<file path="src/rtl/frogger_pkg.sv">
`default_nettype none
// ============================================================================
//  Module      : frogger_pkg
//  Description : Shared types and constants for the frogger scoring logic:
//                scorer FSM state encoding and active-low 7-segment codes.
//  Revision    : 1.0  initial release
// ============================================================================
package frogger_pkg;

    // Scorer FSM states; explicit 2-bit encoding
    typedef enum logic [1:0] {
        PLAY    = 2'd0,
        RESPAWN = 2'd1,
        WON     = 2'd2
    } score_state_t;

    // All segments dark (active-low)
    localparam logic [6:0] SEG_BLANK = 7'b1111111;

    // Active-low segment codes for digits 0..9, bit0=a .. bit6=g
    localparam logic [6:0] SEG_DIGIT [0:9] = '{
        7'b1000000,  // 0
        7'b1111001,  // 1
        7'b0100100,  // 2
        7'b0110000,  // 3
        7'b0011001,  // 4
        7'b0010010,  // 5
        7'b0000010,  // 6
        7'b1111000,  // 7
        7'b0000000,  // 8
        7'b0010000   // 9
    };

endpackage
`default_nettype wire

</file>
<file path="src/rtl/score_keeper_if.sv">
`default_nettype none
// ============================================================================
//  Module      : score_keeper_if
//  Description : Bundle between the point detector / board logic and the
//                score keeper: point input, respawn/win status, score digits
//                and 7-segment drives.
//  Revision    : 1.0  initial release
// ============================================================================
interface score_keeper_if;
    logic       point;
    logic       respawn;
    logic       win;
    logic [3:0] score_ones;
    logic [3:0] score_tens;
    logic [6:0] hex0;
    logic [6:0] hex1;

    // Game side: produces points, consumes status and display
    modport master (
        output point,
        input  respawn, win, score_ones, score_tens, hex0, hex1
    );

    // Score keeper side
    modport slave (
        input  point,
        output respawn, win, score_ones, score_tens, hex0, hex1
    );
endinterface
`default_nettype wire

</file>
<file path="src/rtl/score_keeper_seg7_decoder.sv">
`default_nettype none
// ============================================================================
//  Module      : seg7_decoder
//  Description : BCD digit to active-low 7-segment decode. Codes 10..15
//                cannot occur in normal operation and blank the display.
//  Revision    : 1.0  initial release
// ============================================================================
module seg7_decoder
    import frogger_pkg::*;
(
    input  wire logic [3:0] i_bcd,
    output logic      [6:0] o_seg
);

    // Table lookup for legal digits, blank for anything else
    always_comb begin
        o_seg = SEG_BLANK;
        if (i_bcd <= 4'd9) begin
            o_seg = SEG_DIGIT[i_bcd];
        end
    end

endmodule
`default_nettype wire

</file>
<file path="src/rtl/score_keeper.sv">
`default_nettype none
// ============================================================================
//  Module      : score_keeper
//  Description : Two-digit BCD score counter driven by point pulses. Each
//                point triggers a respawn pulse train; reaching WIN_SCORE
//                freezes the game in WON until reset.
//  Revision    : 1.0  initial release
// ============================================================================
module score_keeper
    import frogger_pkg::*;
#(
    parameter int WIN_SCORE      = 10,  // 0 = endless play, score wraps 99->00
    parameter int RESPAWN_CYCLES = 4    // 1..255
)(
    input  wire logic     clk,
    input  wire logic     reset,        // synchronous, active-low
    score_keeper_if.slave sk
);

    localparam logic [3:0] c_WIN_ONES     = 4'(WIN_SCORE % 10);
    localparam logic [3:0] c_WIN_TENS     = 4'(WIN_SCORE / 10);
    localparam logic       c_WIN_ENABLE   = (WIN_SCORE != 0);
    localparam logic [7:0] c_RESPAWN_LOAD = 8'(RESPAWN_CYCLES - 1);

    score_state_t r_state, w_state_nxt;
    logic [3:0]   r_ones, r_tens;
    logic [3:0]   w_ones_nxt, w_tens_nxt;
    logic [7:0]   r_cnt, w_cnt_nxt;
    logic [3:0]   w_inc_ones, w_inc_tens;
    logic         w_hit_win;

    // BCD +1 with carry; tens wraps 9->0 so 99 rolls over to 00
    always_comb begin
        w_inc_ones = r_ones + 4'd1;
        w_inc_tens = r_tens;
        if (r_ones == 4'd9) begin
            w_inc_ones = 4'd0;
            w_inc_tens = (r_tens == 4'd9) ? 4'd0 : r_tens + 4'd1;
        end
        w_hit_win = c_WIN_ENABLE && (w_inc_ones == c_WIN_ONES)
                                 && (w_inc_tens == c_WIN_TENS);
    end

    // Next-state logic: score only moves on a point seen in PLAY
    always_comb begin
        w_state_nxt = r_state;
        w_ones_nxt  = r_ones;
        w_tens_nxt  = r_tens;
        w_cnt_nxt   = r_cnt;
        case (r_state)
            PLAY: begin
                if (sk.point) begin
                    w_ones_nxt = w_inc_ones;
                    w_tens_nxt = w_inc_tens;
                    if (w_hit_win) begin
                        w_state_nxt = WON;
                    end else begin
                        w_state_nxt = RESPAWN;
                        w_cnt_nxt   = c_RESPAWN_LOAD;
                    end
                end
            end
            RESPAWN: begin
                // points arriving here are dropped
                if (r_cnt == 8'd0) begin
                    w_state_nxt = PLAY;
                end else begin
                    w_cnt_nxt = r_cnt - 8'd1;
                end
            end
            WON: begin
                w_state_nxt = WON;
            end
            default: begin
                w_state_nxt = PLAY;
            end
        endcase
    end

    // State, score and respawn counter registers; reset wins over point
    always_ff @(posedge clk) begin
        if (!reset) begin
            r_state <= PLAY;
            r_ones  <= 4'd0;
            r_tens  <= 4'd0;
            r_cnt   <= 8'd0;
        end else begin
            r_state <= w_state_nxt;
            r_ones  <= w_ones_nxt;
            r_tens  <= w_tens_nxt;
            r_cnt   <= w_cnt_nxt;
        end
    end

    // Status flags decode straight from the state register (no path from point)
    assign sk.respawn    = (r_state == RESPAWN);
    assign sk.win        = (r_state == WON);
    assign sk.score_ones = r_ones;
    assign sk.score_tens = r_tens;

    seg7_decoder u_seg_ones (
        .i_bcd (r_ones),
        .o_seg (sk.hex0)
    );

    seg7_decoder u_seg_tens (
        .i_bcd (r_tens),
        .o_seg (sk.hex1)
    );

endmodule
`default_nettype wire

</file>
<file path="src/flat_wrapper.sv">
// flat-port wrapper written by rule: the top's interface ports become plain ports
module score_keeper_flat import frogger_pkg::*;
#(
    parameter int WIN_SCORE      = 10,                                         
    parameter int RESPAWN_CYCLES = 4             
)
  (clk, reset, sk_point, sk_respawn, sk_win, sk_score_ones, sk_score_tens, sk_hex0, sk_hex1);
  score_keeper_if sk_i ();
  input  wire logic clk;
  input  wire logic reset;
  input wire logic [$bits(sk_i.point)-1:0] sk_point;
  output wire logic [$bits(sk_i.respawn)-1:0] sk_respawn;
  output wire logic [$bits(sk_i.win)-1:0] sk_win;
  output wire logic [$bits(sk_i.score_ones)-1:0] sk_score_ones;
  output wire logic [$bits(sk_i.score_tens)-1:0] sk_score_tens;
  output wire logic [$bits(sk_i.hex0)-1:0] sk_hex0;
  output wire logic [$bits(sk_i.hex1)-1:0] sk_hex1;
  assign sk_i.point = sk_point;
  assign sk_respawn = sk_i.respawn;
  assign sk_win = sk_i.win;
  assign sk_score_ones = sk_i.score_ones;
  assign sk_score_tens = sk_i.score_tens;
  assign sk_hex0 = sk_i.hex0;
  assign sk_hex1 = sk_i.hex1;
  score_keeper #(.WIN_SCORE(WIN_SCORE), .RESPAWN_CYCLES(RESPAWN_CYCLES)) u_core (.clk(clk), .reset(reset), .sk(sk_i));
endmodule
</file>
<file path="config.mk">
export PLATFORM = sky130hd
export DESIGN_NAME = score_keeper_flat
export DESIGN_NICKNAME = d
export VERILOG_FILES = /design/src/rtl/frogger_pkg.sv /design/src/rtl/score_keeper_if.sv /design/src/rtl/score_keeper_seg7_decoder.sv /design/src/rtl/score_keeper.sv /design/src/flat_wrapper.sv
export SDC_FILE = /design/constraint.sdc
export NUM_CORES = 1
export LEC_CHECK = 0
export ABC_AREA = 1
export BUFFER_PORTS_ARGS = -buffer_cell sky130_fd_sc_hd__buf_4
export CAP_MARGIN = 20
export CELL_PAD_IN_SITES_DETAIL_PLACEMENT = 0
export CELL_PAD_IN_SITES_GLOBAL_PLACEMENT = 1
export CORE_MARGIN = 1
export CORE_UTILIZATION = 24
export CTS_BUF_LIST = sky130_fd_sc_hd__clkbuf_2
export CTS_CLUSTER_DIAMETER = 120
export DETAILED_ROUTE_END_ITERATION = 8
export PLACE_DENSITY = 0.57
export SETUP_SLACK_MARGIN = 0.4
export SLEW_MARGIN = 5
export SYNTH_ARGS = -nofsm -noshare
export SYNTH_HDL_FRONTEND = slang
export SYNTH_SLANG_ARGS = --single-unit
</file>
<file path="constraint.sdc">
create_clock -name clk -period 2.3 [get_ports clk]
set_input_delay 0.23 -clock clk [delete_from_list [all_inputs] [get_ports clk]]
set_output_delay 0.23 -clock clk [all_outputs]
set_load 0.01 [all_outputs]
</file>
# [Yosys cells after proc, flatten, opt, wreduce, memory -nomap -nowiden]
# Memory sizes are Yosys's and may differ from the RTL's.
# Cells that the tools add are included.
[word_totals] regBits=18 romBits=224 input_bits=3 out_inout_bits=24 wordCells=49 n_memories=2
[classes] addsub=3 order_cmp=4 eq_ne=9 muxes=17 n_bitwise=2 reduce_logical=8
[mem_list] name="(no name shown)" depth=16 width=7 rd=1 rd_clocked_by_memory_dff=0 write_ports=0 line="score_keeper_seg7_decoder.sv:19" source="o_seg = SEG_DIGIT[i_bcd];"
[mem_list] name="(no name shown)" depth=16 width=7 rd=1 rd_clocked_by_memory_dff=0 write_ports=0 line="score_keeper_seg7_decoder.sv:19"
[ops] op="$mux 7" n=6
[ops] op="$mux 8" n=3
[ops] op="$pmux 8 s2" n=1
[ops] op="$mux 4" n=3
[ops] op="$ge 5x5->1 const B" n=2
[ops] op="$not 4->5" n=2
[ops] op="$add 4x1->4 const B" n=2
[ops] op="$eq 4x4->1 const B" n=2
[ops] op="$le 4x4->1 const B" n=2
[ops] op="$logic_not 8->1" n=1
[ops] op="$sub 8x1->8 const B" n=1
[ops] op="$mux 2" n=3
[ops] op="$ne 2x2->1 const B" n=3
[ops] op="$pmux 2 s3" n=1
[ops] op="$eq 4x1->1 const B" n=1
[ops] op="$logic_not 4->1" n=1
[ops] op="$reduce_and 2->1" n=2
[ops] op="$reduce_and 4->1" n=1
[ops] op="$eq 2x1->1 const B" n=1
[ops] op="$eq 2x2->1 const B" n=1
[ops] op="$logic_not 2->1" n=1
[ops] op="$ne 2x1->1 const B" n=1
[ops] op="$reduce_bool 2->1" n=1
[ops] op="$logic_and 1x1->1" n=1

# [Logic depth before layout (Yosys ltp)]
# Gate-level depths: netlist of run 1.
[logic_depth] ltp_word=8 depth_mapped=14 ltp_nobuf=13

# [Hierarchy]
# Synthesis of run 1 repeated with hierarchy kept, for this count alone.
[unflattened] hier_cells=239 hier_area_um2=1512.7
[modules_own_cells] module="score_keeper" n_inst=1 cells_each=177 area_per_inst_um2=1119.8
[modules_own_cells] module="seg7_decoder" n_inst=2 cells_each=31 area_per_inst_um2=196.4

# [Least setup slack after synthesis of run 1]
# OpenSTA, ideal clock, no wires.
[synth_path] kind="register to register" from="reg u_core.r_ones[0] (netlist: u_core.sk.score_ones[0])" to="reg u_core.r_cnt[0]" setup_time_ns=0.115 arrival_time_ns=1.714 setup_slack_ns=0.471 stages_incl_launch_ff=12 n_path_buf=1 synth_period_minus_slack_ns=1.829 cell_sequence="dfxtp_1 inv_1 ha_1 o21ai_1 nand2_1 clkinv_1 nand2_2 nor2_4 nand3_4 buf_6 a21oi_1 nor2_1"
[synth_via] elab_chain_len=6 word_cells_on_any_way=9 classes_between="add/sub: 1; eq/ne: 3; mux: 2; reduce/logical: 3"
[synth_lines] item="from (decl)" line="score_keeper.sv:26" source="logic [3:0] r_ones, r_tens;"
[synth_lines] item="from (signal assigned)" line="score_keeper.sv:89" source="r_ones <= w_ones_nxt;"
[synth_lines] item="$add 4x1->4 / $eq 4x4->1 (equally long branches)" line="score_keeper.sv:34, score_keeper.sv:36"
[synth_lines] item="$mux 4" line="score_keeper.sv:36" source="if (r_ones == 4'd9) begin"
[synth_lines] item="$logic_not 4->1 / $eq 4x1->1 (equally long branches)" line="score_keeper.sv:40, score_keeper.sv:41"
[synth_lines] item="$logic_and 1x1->1 *" line="score_keeper.sv:41" source="&& (w_inc_tens == c_WIN_TENS);"
[synth_lines] item="$ne 2x2->1 (no source line) *"
[synth_lines] item="$reduce_and 4->1 (no source line) *"
[synth_lines] item="to (signal assigned)" line="score_keeper.sv:91" source="r_cnt <= w_cnt_nxt;"
[synth_lines] item="to (decl)" line="score_keeper.sv:28" source="logic [7:0] r_cnt, w_cnt_nxt;"
# Mark *: on every way between the ends. The rest lies on a longest branch, timed or not.
# A chain may end at the register's enable or synchronous reset.

# [Worst setup path in the final report of run 1]
[layout_path] from="reg u_core.r_ones[1] (netlist: u_core.sk.score_ones[1])" to="reg u_core.r_cnt[4]"
# The elaborated chain is that of the path after synthesis.

==> reports/metrics.yaml, run 1 <==
min_path:
  min_to: "u_core.r_state[1]"
  min-delay-path-class: "in -> reg"
  holdPathStages: 3
  hp-start: "sk_point"
synthesis:
  syn_area_um2: 1480
  synthTopCellsByCount: "41 x nand2_1, 31 x nand3_1, 26 x inv_1"
  syn_nets: 236
  synth_flop_cell: "dfxtp_1"
  yosysUniqueCellTypes: 29
  synth_seq_area_share_pct: 24.4
  syn_area_per_cell_um2: 6.69
  yosysTopAreaCell: "dfxtp_1"
  yosys.area.top_type_share_pct: 24.4
  netlist_instances: 221
  yosysMostFrequentCell: "nand2_1"
  ys_async_sr_fraction_pct: 0
  ys_ff_latch: 18
  yosysWarningCount: 0
  synthTopCellsByArea: "dfxtp_1 24%, nand3_1 10%, nand2_1 10%"
  synth-edff-count: 0
floorplanning:
  die_w_um: 80.5
  start_util_pct: 25.0
  die_h_um: 80.5
  rows: 28
  dieArea_um2: 6480
  core_um2: 5920
  ios: 27
global_route:
  overflow: 0
  grt_use_total_pct: 12.3
  antenna_found_initial: 0
  grt_pass1_wl_mm: 6.22
  grt_pass1_vias: 1322
  grt_max_degree: 18
clocking:
  cts_tree: "built"
  cts_buffers: 3
  clkTransAtPathRegs_ns: 0.20
  clock_path_buffers: 2
  cts-root-buf: "clkbuf_2"
  cts.sinks: 18
  cts_max_level: 1
  worst_skew_pair.late_latency_ns: 0.32
critical_path:
  cp_cell_sequence: "clkinvlp_4, ha_4, nand2_4, nor2_8, nand3_1, nand3_1, nor2_4, nand3_4, a21oi_1, nor2_1"
  crit_path_start: "u_core.sk.score_ones[1]"
  worstPathRequired_ns: 2.54
  reg2reg_setup_slack_ns: 0.43
  rr_worst_depth: 10
  end_kind: "register"
  cp_slowest_cell: "dfxtp_4"
  timing.rr.start: "u_core.sk.score_ones[1]"
  cp_slowest_stage_delay_ns: 0.41
  cp-start-kind: "register"
  critPathMaxFanout: 8
  crit_buf_inv: 1
  cpLargestDelayFamily: "simple AND/OR/NAND/NOR gates"
  crit_arrival_ns: 2.11
  critPathMostFrequentCell: "nand3_1"
  r2r_end: "u_core.r_cnt[4]"
  worstSetupPathType: "reg -> reg"
run:
  maxCapViolations: 0
sta:
  setup_viol: 0
  finalClockSkew_ns: 0.0176
  rsz0062_at_grt: "true"
  fin_crit_ns: 1.87
  max_slew_margin_pct: 58.2
  hold_viol_final: 0
  fmax_mhz: 535
  period_share_pct: 81.3
  holdWs_ns: 0.194
  fin_setup_tns_ns: 0
  drv_slew: 0
  tightest_slew_ns: 0.624
power:
  p_leak_nw: 0.927
  p_per_area_nw_per_um2: 561
  p_int_w: 0.000648
  clkPwrFrac_pct: 12.5
  switching_share_pct: 43.1
  peakVddDrop_mv: 0.170
  combPwrFrac_pct: 51.9
  p_sw_w: 0.000490
  seqPwrFrac_pct: 35.6
route:
  drt_pass1_iterations: 4
  initialDrtViolationCount: 47
  vias_per_cell: 4.55
  wl_per_cell_um: 12.0
  postRouteAntennaNets: 0
  routed_wl_mm: 4.03
  vias: 1524
  post-route-drc-count: 0
finish:
  nets: 277
  insertedDiodeCount: 0
  drive_above_1_share_pct: 34.2
  synthToLayoutAreaGrowth_pct: 37.2
status:
  run_status: "finished clean"
place:
  numPortBuffers: 26
  globalplace.congestion: 0.712
  place_hpwl_mm: 2.78
-- layer usage --
layer / GRT usage [%] / vias to the layer above / part of all wire (%)
li1: - / 823 / -
met1: 17.3 / 680 / 51
met2: 19.1 / 19 / 45
met3: 1.59 / 2 / 3.1
met4: 4.29 / 0 / 0.67
met5: 0 / - / 0
-- timing repair --
item	CTS	global route
cloned	0	2
pin swaps	1	8
buffers inserted	4	5
hold buffers	0	0
gates resized for setup	14	30
endpoints found under the setup margin	23	19
-- worst min-delay path, delay by kind of cell --
kind,cells,cell delay [ns]
simple gates,1,0.09
compound gates,1,0.06
buf+inv,1,0.12
-- placed cells by master (no fill, tap or decap), drive strengths merged --
cell type / count
nand2: 44
buf: 41
nand3: 38
inv: 26
nor2: 24
o21ai: 22
dfxtp: 18
a21oi: 17
ha: 12
nand4: 3
clkbuf: 3
clkinvlp: 2
o311ai: 2
o211ai: 2
a211oi: 2
clkinv: 1
o31ai: 1
a21o: 1
or2: 1
-- per-stage QoR --
step                      setup slack [ns]  total power (W)  instances  instance area, um^2  util (%)
after floorplan                      0.471         0.000737        221                 1480         -
after global placement               0.321         0.000913        321                 1760      29.7
after detailed placement             0.303         0.000913        321                 1760      29.7
after CTS                            0.409          0.00108        328                 1850      31.3
after global routing                 0.309          0.00123        335                 2030      34.3
final                                0.431          0.00114        335                 2030      34.3
-- worst max path at each step --
stage,to,slack [ns],depth (start not counted)
CTS,sk_hex0[4],0.41,5
finish,u_core.r_cnt[4],0.43,10
floorplan,u_core.r_cnt[0],0.47,11
global placement,u_core.r_cnt[0],0.32,10
detailed placement,u_core.r_cnt[7],0.30,10
global route,u_core.r_cnt[6],0.31,12
-- flip-flops by register name (all words and copies together), names as in the netlist --
name / flops
u_core.r_cnt: 8
u_core.r_state: 2
u_core.sk.score_ones: 4
u_core.sk.score_tens: 4
-- power by group through the flow --
stage	Combinational [W]	Sequential (W)	Clock, W
5_1_grt	0.000662	0.000412	0.000161
6_report	0.000590	0.000405	0.000143
3_5_place_dp	0.000502	0.000411	0
3_3_place_gp	0.000502	0.000411	0
2_1_floorplan	0.000341	0.000396	0
4_1_cts	0.000529	0.000401	0.000149
-- logic make-up after synthesis --
| kind of cell | after synthesis | share of synthesized area, % |
|---|---|---|
| and+or+nand+nor | 108 | 36.5 |
| buffers and inverters | 36 | 11.6 |
| adders and majority gates | 12 | 10.2 |
| DFF | 18 | 24.4 |
| AOI/OAI and AO/OA | 47 | 17.4 |
-- cell type report --
cell class,instances,area [um^2]
repair buffers,41,308
multi-input cells,169,1110
inverters,29,124
well taps,75,93.8
clock buffers,3,15.0
flip-flops and latches,18,379
fillers,623,3890
Note: power is estimated with default switching activity, not from simulation.
==> run 2: changes to the inputs <==
- clock period: 2.3 -> 1.8 ns (I/O delays scaled with it)
==> run 2 against run 1 <==
Against the previous run: hold slack worse by 0.11 ns; sequential cell count stayed put; largest cell class unchanged; clock skew is 0.010 ns lower; via count is 6.8% higher; clock power is 34% higher; first-iteration DRC count is 26% lower; highest routed layer unchanged; non-clock buffer count is 10 higher; the run now ends with setup timing left.
==> reports/metrics.yaml, run 2 (synthesized netlist as in run 1, its figures left out) <==
status:
  run_status: "finished with violations"
  failed_checks: "setup timing"
route:
  vias: 1628  # +6.8%
  vias_per_cell: 4.71  # +3.4%
  wl_per_cell_um: 12.8  # +6.0%
  postRouteAntennaNets: 0  # unchanged
  routed_wl_mm: 4.42  # +9.5%
  drt_pass1_iterations: 4  # unchanged
  post-route-drc-count: 0  # unchanged
  initialDrtViolationCount: 35  # -26%
power:
  clkPwrFrac_pct: 12.0  # -0.5 points
  peakVddDrop_mv: 0.251  # +48%
  p_leak_nw: 1.02  # +10%
  fin_total_pwr_w: 0.00159  # +40%
  seqPwrFrac_pct: 31.9  # -3.7 points
  switching_share_pct: 42.8  # -0.32 points
  combPwrFrac_pct: 56.1  # +4.2 points
  p_per_area_nw_per_um2: 700  # +25%
  p_int_w: 0.000913  # +41%
  p_sw_w: 0.000682  # +39%
floorplanning:
  ios: 27  # unchanged
  dieArea_um2: 6480  # unchanged
  die_w_um: 80.5  # unchanged
  start_util_pct: 25.0  # unchanged
  core_um2: 5920  # unchanged
  die_h_um: 80.5  # unchanged
  rows: 28  # unchanged
place:
  place_hpwl_mm: 2.93  # +5.6%
  dp.cells: 325  # +1.2%
  dpl_cell_area_um2: 1870  # +6.4%
  numPortBuffers: 26  # unchanged
  globalplace.congestion: 0.756  # +6.2%
finish:
  insertedDiodeCount: 0  # unchanged
  fin_util_pct: 38.5  # +4.2 points
  fillers: 631  # +1.3%
  drive_above_1_share_pct: 46.9  # +13 points
  seqCellArea_um2: 384  # +1.3%
  stdcell_count: 346  # +3.3%
  final_common_cell: "buf_4"
  nets: 287  # +3.6%
  multi_input_area_um2: 1220  # +10%
  largest-register: "u_core.r_cnt"
  fin_area_um2: 2280  # +12%
  layout_common_cells: "40 x buf_4, 29 x nand2_1, 22 x nand3_1, 20 x inv_1, 17 x nor2_1"
  largest_reg_flops: 8  # unchanged
  synthToLayoutAreaGrowth_pct: 54.1
critical_path:
  crit_arrival_ns: 2.08  # -0.03 ns
  worstSetupPathType: "reg -> reg"
  cp_slowest_cell: "dfxtp_4"
  critPathMostFrequentCell: "nand3_2"
  worstPathRequired_ns: 2.04  # -0.50 ns
  cp_slowest_stage_delay_ns: 0.41  # about the same
  cp_cell_sequence: "buf_6, ha_4, nand2_4, nor2_8, nand3_2, nand2_2, nor2_2, nor2_4, nand3_2, a21oi_1, nor2_1"
  end_kind: "register"
  critPathMaxFanout: 7  # -1
  crit_buf_inv: 1  # unchanged
  cpLargestDelayFamily: "simple AND/OR/NAND/NOR gates"
  cp-start-kind: "register"
sta:
  fmax_mhz: 544  # +1.7%
  hold_viol_final: 0  # unchanged
  fin_crit_ns: 1.84  # -0.0312 ns
  drv_slew: 0  # unchanged
  finalClockSkew_ns: 0.00724  # -0.0104 ns
  period_share_pct: 102  # +21 points
  tightest_slew_ns: 0.330  # -0.294 ns
  max_slew_margin_pct: 77.7  # +20 points
  rsz0062_at_grt: "true"
  setup_viol: 5  # +5
  fin_setup_tns_ns: -0.124  # -0.124 ns
  setup_ws_ns: -0.0381  # -0.469 ns
clocking:
  clkTransAtPathRegs_ns: 0.20  # about the same
  cts.sinks: 18  # unchanged
  worst_skew_pair.late_latency_ns: 0.32  # about the same
  cts_buffers: 3  # unchanged
  cts-root-buf: "clkbuf_2"
  clock_path_buffers: 2  # unchanged
  holdBufCountCts: 0  # unchanged
  cts_max_level: 1  # unchanged
  cts_tree: "built"
global_route:
  antenna_found_initial: 0  # unchanged
  overflow: 0  # unchanged
  grt_pass1_vias: 1449  # +9.6%
  grt_pass1_wl_mm: 7.11  # +14%
  grt_max_degree: 18  # unchanged
  grt_use_total_pct: 14.2  # +1.9 points
run:
  maxCapViolations: 0  # unchanged
min_path:
  min-delay-path-class: "in -> reg"
[run 2: layout make-up]
cell class | instances | area share, %
inverters | 29 | 5.54
clock inverters | 1 | 0.165
repair buffers | 51 | 19.0
flip-flops and latches | 18 | 16.8
clock buffers | 3 | 0.659
multi-input cells | 169 | 53.7
well taps | 75 | 4.12
[run 2: what timing repair did]
action | CTS | global route
gates resized for setup | 57 | 24
pin swaps | 12 | 6
gates cloned | 2 | 0
buffers inserted | 10 | 5
setup endpoints to repair | 25 | 33
[run 2: worst paths after layout]
path	start	end	slack (ns)	cells past startpoint
worst max register to register	u_core.sk.score_ones[0]	u_core.r_cnt[1]	-0.04	11
worst min register to register	u_core.r_cnt[6]	u_core.r_cnt[6]	0.52	2
worst max-delay path	u_core.sk.score_ones[0]	u_core.r_cnt[1]	-0.04	11
worst min-delay path	sk_point	u_core.r_state[1]	0.09	3
[run 2: power groups by stage]
stage	clock network, W	registers (W)	logic (W)
6_report	0.000192	0.000509	0.000895
5_1_grt	0.000221	0.000518	0.000984
4_1_cts	0.000205	0.000510	0.000844
3_5_place_dp	0	0.000522	0.000698
3_3_place_gp	0	0.000523	0.000701
2_1_floorplan	0	0.000513	0.000457
[run 2: through the flow]
step	hold slack (ns)	setup WS, ns
5_1_grt	0.0565	-0.149
3_5_place_dp	0.476	-0.0135
2_1_floorplan	0.303	0.180
3_3_place_gp	0.468	0.00688
6_report	0.0883	-0.0381
4_1_cts	0.0744	-0.0183
[run 2: worst register-to-register path, stage by stage (launching register included)]
cell and delay, ns:
dfxtp_4 0.41, buf_6 0.12, ha_4 0.16, nand2_4 0.07
nor2_8 0.15, nand3_2 0.10, nand2_2 0.08, nor2_2 0.05
nor2_4 0.22, nand3_2 0.19, a21oi_1 0.16, nor2_1 0.05
[run 2: metal layers]
| metal | share of wire (%) | global-route usage, % |
|---|---|---|
| met1 | 49 | 18.2 |
| met2 | 47 | 24.6 |
| met3 | 3.1 | 3.18 |
| met4 | 0.86 | 2.14 |
| met5 | 0 | 0 |
==> run 3: changes to the inputs <==
- BUFFER_PORTS_ARGS: -buffer_cell sky130_fd_sc_hd__buf_4 -> default
- DONT_BUFFER_PORTS: default -> 1
- PLACE_DENSITY: 0.57 -> 0.52
- SYNTH_HIERARCHICAL: default -> 1
==> run 3 against run 2 <==
Against the previous run: the flow finishes with violations (hold timing); critical path depth shrank 5; sequential share of layout area grew 1.2 points; sequential cell count is the same; synthesized area grew 2.3%; wire length shrank 9.9%; synthesized cell count grew 8.1%; via count shrank 4.1%; first-iteration DRC count grew to 3.1 times the previous value; design area shrank 6.5%; sequential power shrank 0.8%; die area grew 2.2%; critical path type is now reg -> out.
==> reports/metrics.yaml, run 3 <==
clocking:
  clock_path_buffers: 2  # unchanged
  cts_tree: "built"
  clkTransAtPathRegs_ns: 0.21  # about the same
  holdBufCountCts: 2  # +2
  cts.sinks: 18  # unchanged
  cts-root-buf: "clkbuf_2"
  worst_skew_pair.late_latency_ns: 0.32  # about the same
  cts_max_level: 1  # unchanged
  cts_buffers: 3  # unchanged
min_path:
  min-delay-path-class: "in -> reg"
  min_to: "u_core/r_cnt[5]"
  holdPathStages: 2  # -1
  hp-start: "reset"
synthesis:
  ys_ff_latch: 18  # unchanged
  synth-edff-count: 0  # unchanged
  ys_async_sr_fraction_pct: 0  # unchanged
  syn_nets: 254  # +7.6%
  yosysUniqueCellTypes: 25  # -14%
  syn_area_per_cell_um2: 6.33  # -5.4%
  synth_flop_cell: "dfxtp_1"
  synthTopCellsByArea: "dfxtp_1 24%, nand3_1 12%, nand2_1 12%"
  synth_seq_area_share_pct: 23.8  # -0.54 points
  yosysWarningCount: 6  # +6
  synthTopCellsByCount: "48 x nand2_1, 36 x inv_1, 36 x nand3_1"
  netlist_instances: 239  # +8.1%
  yosysTopAreaCell: "dfxtp_1"
  yosysMostFrequentCell: "nand2_1"
  yosys.area.top_type_share_pct: 23.8  # -0.54 points
  syn_area_um2: 1510  # +2.3%
floorplanning:
  core_um2: 5990  # +1.2%
  start_util_pct: 25.3  # +0.27 points
  die_w_um: 81.4  # +1.1%
  rows: 28  # unchanged
  die_h_um: 81.4  # +1.1%
  dieArea_um2: 6620  # +2.2%
  ios: 27  # unchanged
critical_path:
  crit_arrival_ns: 1.51  # -0.57 ns
  cp_slowest_stage_delay_ns: 0.38  # -0.03 ns
  reg2reg_setup_slack_ns: 0.16  # +0.20 ns
  critPathMaxFanout: 7  # unchanged
  rr_worst_depth: 12  # +1
  end_kind: "output pin"
  r2r_end: "u_core/r_cnt[2]"
  worstPathRequired_ns: 1.62  # -0.42 ns
  cp-start-kind: "register"
  cp_slowest_cell: "dfxtp_4"
  crit_path_start: "u_core/sk.score_ones[0]"
  cp_cell_sequence: "buf_4, buf_8, ha_4, nand2_4, nand3_4, o21ai_4"
  timing.rr.start: "u_core/sk.score_ones[0]"
  worstSetupPathType: "reg -> out"
power:
  peakVddDrop_mv: 0.192  # -23%
  fin_total_pwr_w: 0.00149  # -6.3%
  p_per_area_nw_per_um2: 701  # +0.28%
  p_sw_w: 0.000673  # -1.2%
  switching_share_pct: 45.1  # +2.3 points
  p_int_w: 0.000821  # -10%
  p_leak_nw: 0.948  # -7.1%
  clkPwrFrac_pct: 12.6  # +0.6 points
  combPwrFrac_pct: 53.5  # -2.6 points
  seqPwrFrac_pct: 33.8  # +1.9 points
sta:
  tightest_slew_ns: 0.397  # +0.0671 ns
  period_share_pct: 93.8  # -8.3 points
  setup_viol: 0  # -5
  hold_viol_final: 15  # +15
  holdWs_ns: -0.0627  # -0.151 ns
  fin_crit_ns: 1.69  # -0.149 ns
  drv_slew: 0  # unchanged
  finalClockSkew_ns: 0.0277  # +0.0204 ns
  rsz0062_at_grt: "true"
  fin_setup_tns_ns: 0  # +0.124 ns
  fmax_mhz: 592  # +8.8%
  max_slew_margin_pct: 73.3  # -4.4 points
place:
  place_hpwl_mm: 2.74  # -6.5%
  numPortBuffers: 0  # -100%
  globalplace.congestion: 0.725  # -4.1%
  dpl_cell_area_um2: 1700  # -9.2%
route:
  post-route-drc-count: 0  # unchanged
  wl_per_cell_um: 11.9  # -6.4%
  vias_per_cell: 4.69  # -0.37%
  initialDrtViolationCount: 107  # +210%
  postRouteAntennaNets: 0  # unchanged
  drt_pass1_iterations: 5  # +1
  vias: 1561  # -4.1%
  routed_wl_mm: 3.98  # -9.9%
finish:
  nets: 274  # -4.5%
  largest-register: "u_core/r_cnt"
  fin_util_pct: 35.6  # -2.9 points
  fin_area_um2: 2130  # -6.5%
  insertedDiodeCount: 0  # unchanged
  final_common_cell: "nand2_1"
  fillers: 636  # +0.79%
  layout_common_cells: "36 x nand2_1, 29 x nand3_1, 28 x inv_1, 21 x nor2_1, 14 x a21oi_1"
  synthToLayoutAreaGrowth_pct: 40.9
  drive_above_1_share_pct: 34.9  # -12 points
  largest_reg_flops: 8  # unchanged
global_route:
  grt_max_degree: 19  # +1
  grt_pass1_wl_mm: 6.33  # -11%
  antenna_found_initial: 0  # unchanged
  grt_use_total_pct: 12.5  # -1.7 points
  overflow: 0  # unchanged
  grt_pass1_vias: 1347  # -7.0%
status:
  failed_checks: "hold timing"
  run_status: "finished with violations"
run:
  maxCapViolations: 0  # unchanged
-- run 3: cell types whose count changed after synthesis, moves of 4 or more --
cell | before | now
inv_1 | 26 | 36
inv_2 | 0 | 4
nand2_1 | 41 | 48
nand3_1 | 31 | 36
nor2_1 | 19 | 23
-- run 3: how the worst max path moves through the flow --
stage,endpoint,depth (start not counted)
2_1_floorplan,u_core/r_cnt[0],12
3_3_place_gp,u_core/r_cnt[0],11
3_5_place_dp,u_core/r_cnt[2],11
4_1_cts,sk_hex0[3],6
5_1_grt,sk_hex0[3],7
6_report,sk_hex0[0],6
-- run 3: final cells by class --
class	instances	area, um^2	area share, %
Clock buffer	3	15.0	0.705
Multi-Input combinational cell	177	1290	60.7
Inverter	40	170	7.99
Tap cell	75	93.8	4.40
Clock inverter	1	3.75	0.176
Timing Repair Buffer	19	170	7.99
Sequential cell	18	384	18.0
-- run 3: routing by layer --
metal / routed length, um / share of wire (%) / global-route usage, % / vias up
met5: 0 / 0 / 0 / -
li1: - / - / - / 818
met2: 1980 / 50 / 21.6 / 21
met1: 1850 / 47 / 15.5 / 720
met4: 27 / 0.68 / 4.29 / 0
met3: 118 / 3.0 / 2.02 / 2
-- run 3: logic make-up (layout without fill, tap and decap cells) --
family / Yosys count / after routing / share of synthesized area [%]
AOI/OAI and AO/OA: 37 / 37 / 13.4
adders and majority gates: 12 / 12 / 9.93
buffers and inverters: 45 / 63 / 11.8
DFF: 18 / 18 / 23.8
and+or+nand+nor: 127 / 128 / 41.0
-- run 3: repair_timing --
| action | in CTS | in global routing |
|---|---|---|
| pin swaps | 5 | 10 |
| setup buffers | 2 | 4 |
| gates resized for setup | 47 | 40 |
| endpoints found under the hold margin | 18 | 17 |
| cloned | 1 | 0 |
| setup endpoints to repair | 24 | 27 |
-- run 3: power groups by stage --
stage	Combinational [W]	Sequential, W	Clock, W
after CTS	0.000703	0.000504	0.000207
after floorplan	0.000447	0.000526	0
after global placement	0.000587	0.000521	0
final	0.000800	0.000505	0.000189
after detailed placement	0.000584	0.000519	0
after global routing	0.000896	0.000514	0.000226
-- run 3: worst max-delay path: cells and delay by family, from the launching register on --
| family | cells | cell delay (ns) |
|---|---|---|
| flip-flops | 1 | 0.38 |
| buffers and inverters | 2 | 0.27 |
| AND/OR/NAND/NOR | 2 | 0.25 |
| adder cells (fa/ha/maj) | 1 | 0.17 |
| AO/OA/AOI/OAI | 1 | 0.14 |
-- run 3: stage by stage --
| stage | worst slack, ns | hold WS (ns) | cells |
|---|---|---|---|
| CTS | 0.0946 | -0.0940 | 329 |
| finish | 0.111 | -0.0627 | 333 |
| detailed placement | 0.121 | 0.309 | 320 |
| global route | -0.0206 | -0.106 | 333 |
| floorplan | 0.283 | 0.335 | 239 |
| global placement | 0.159 | 0.307 | 320 |
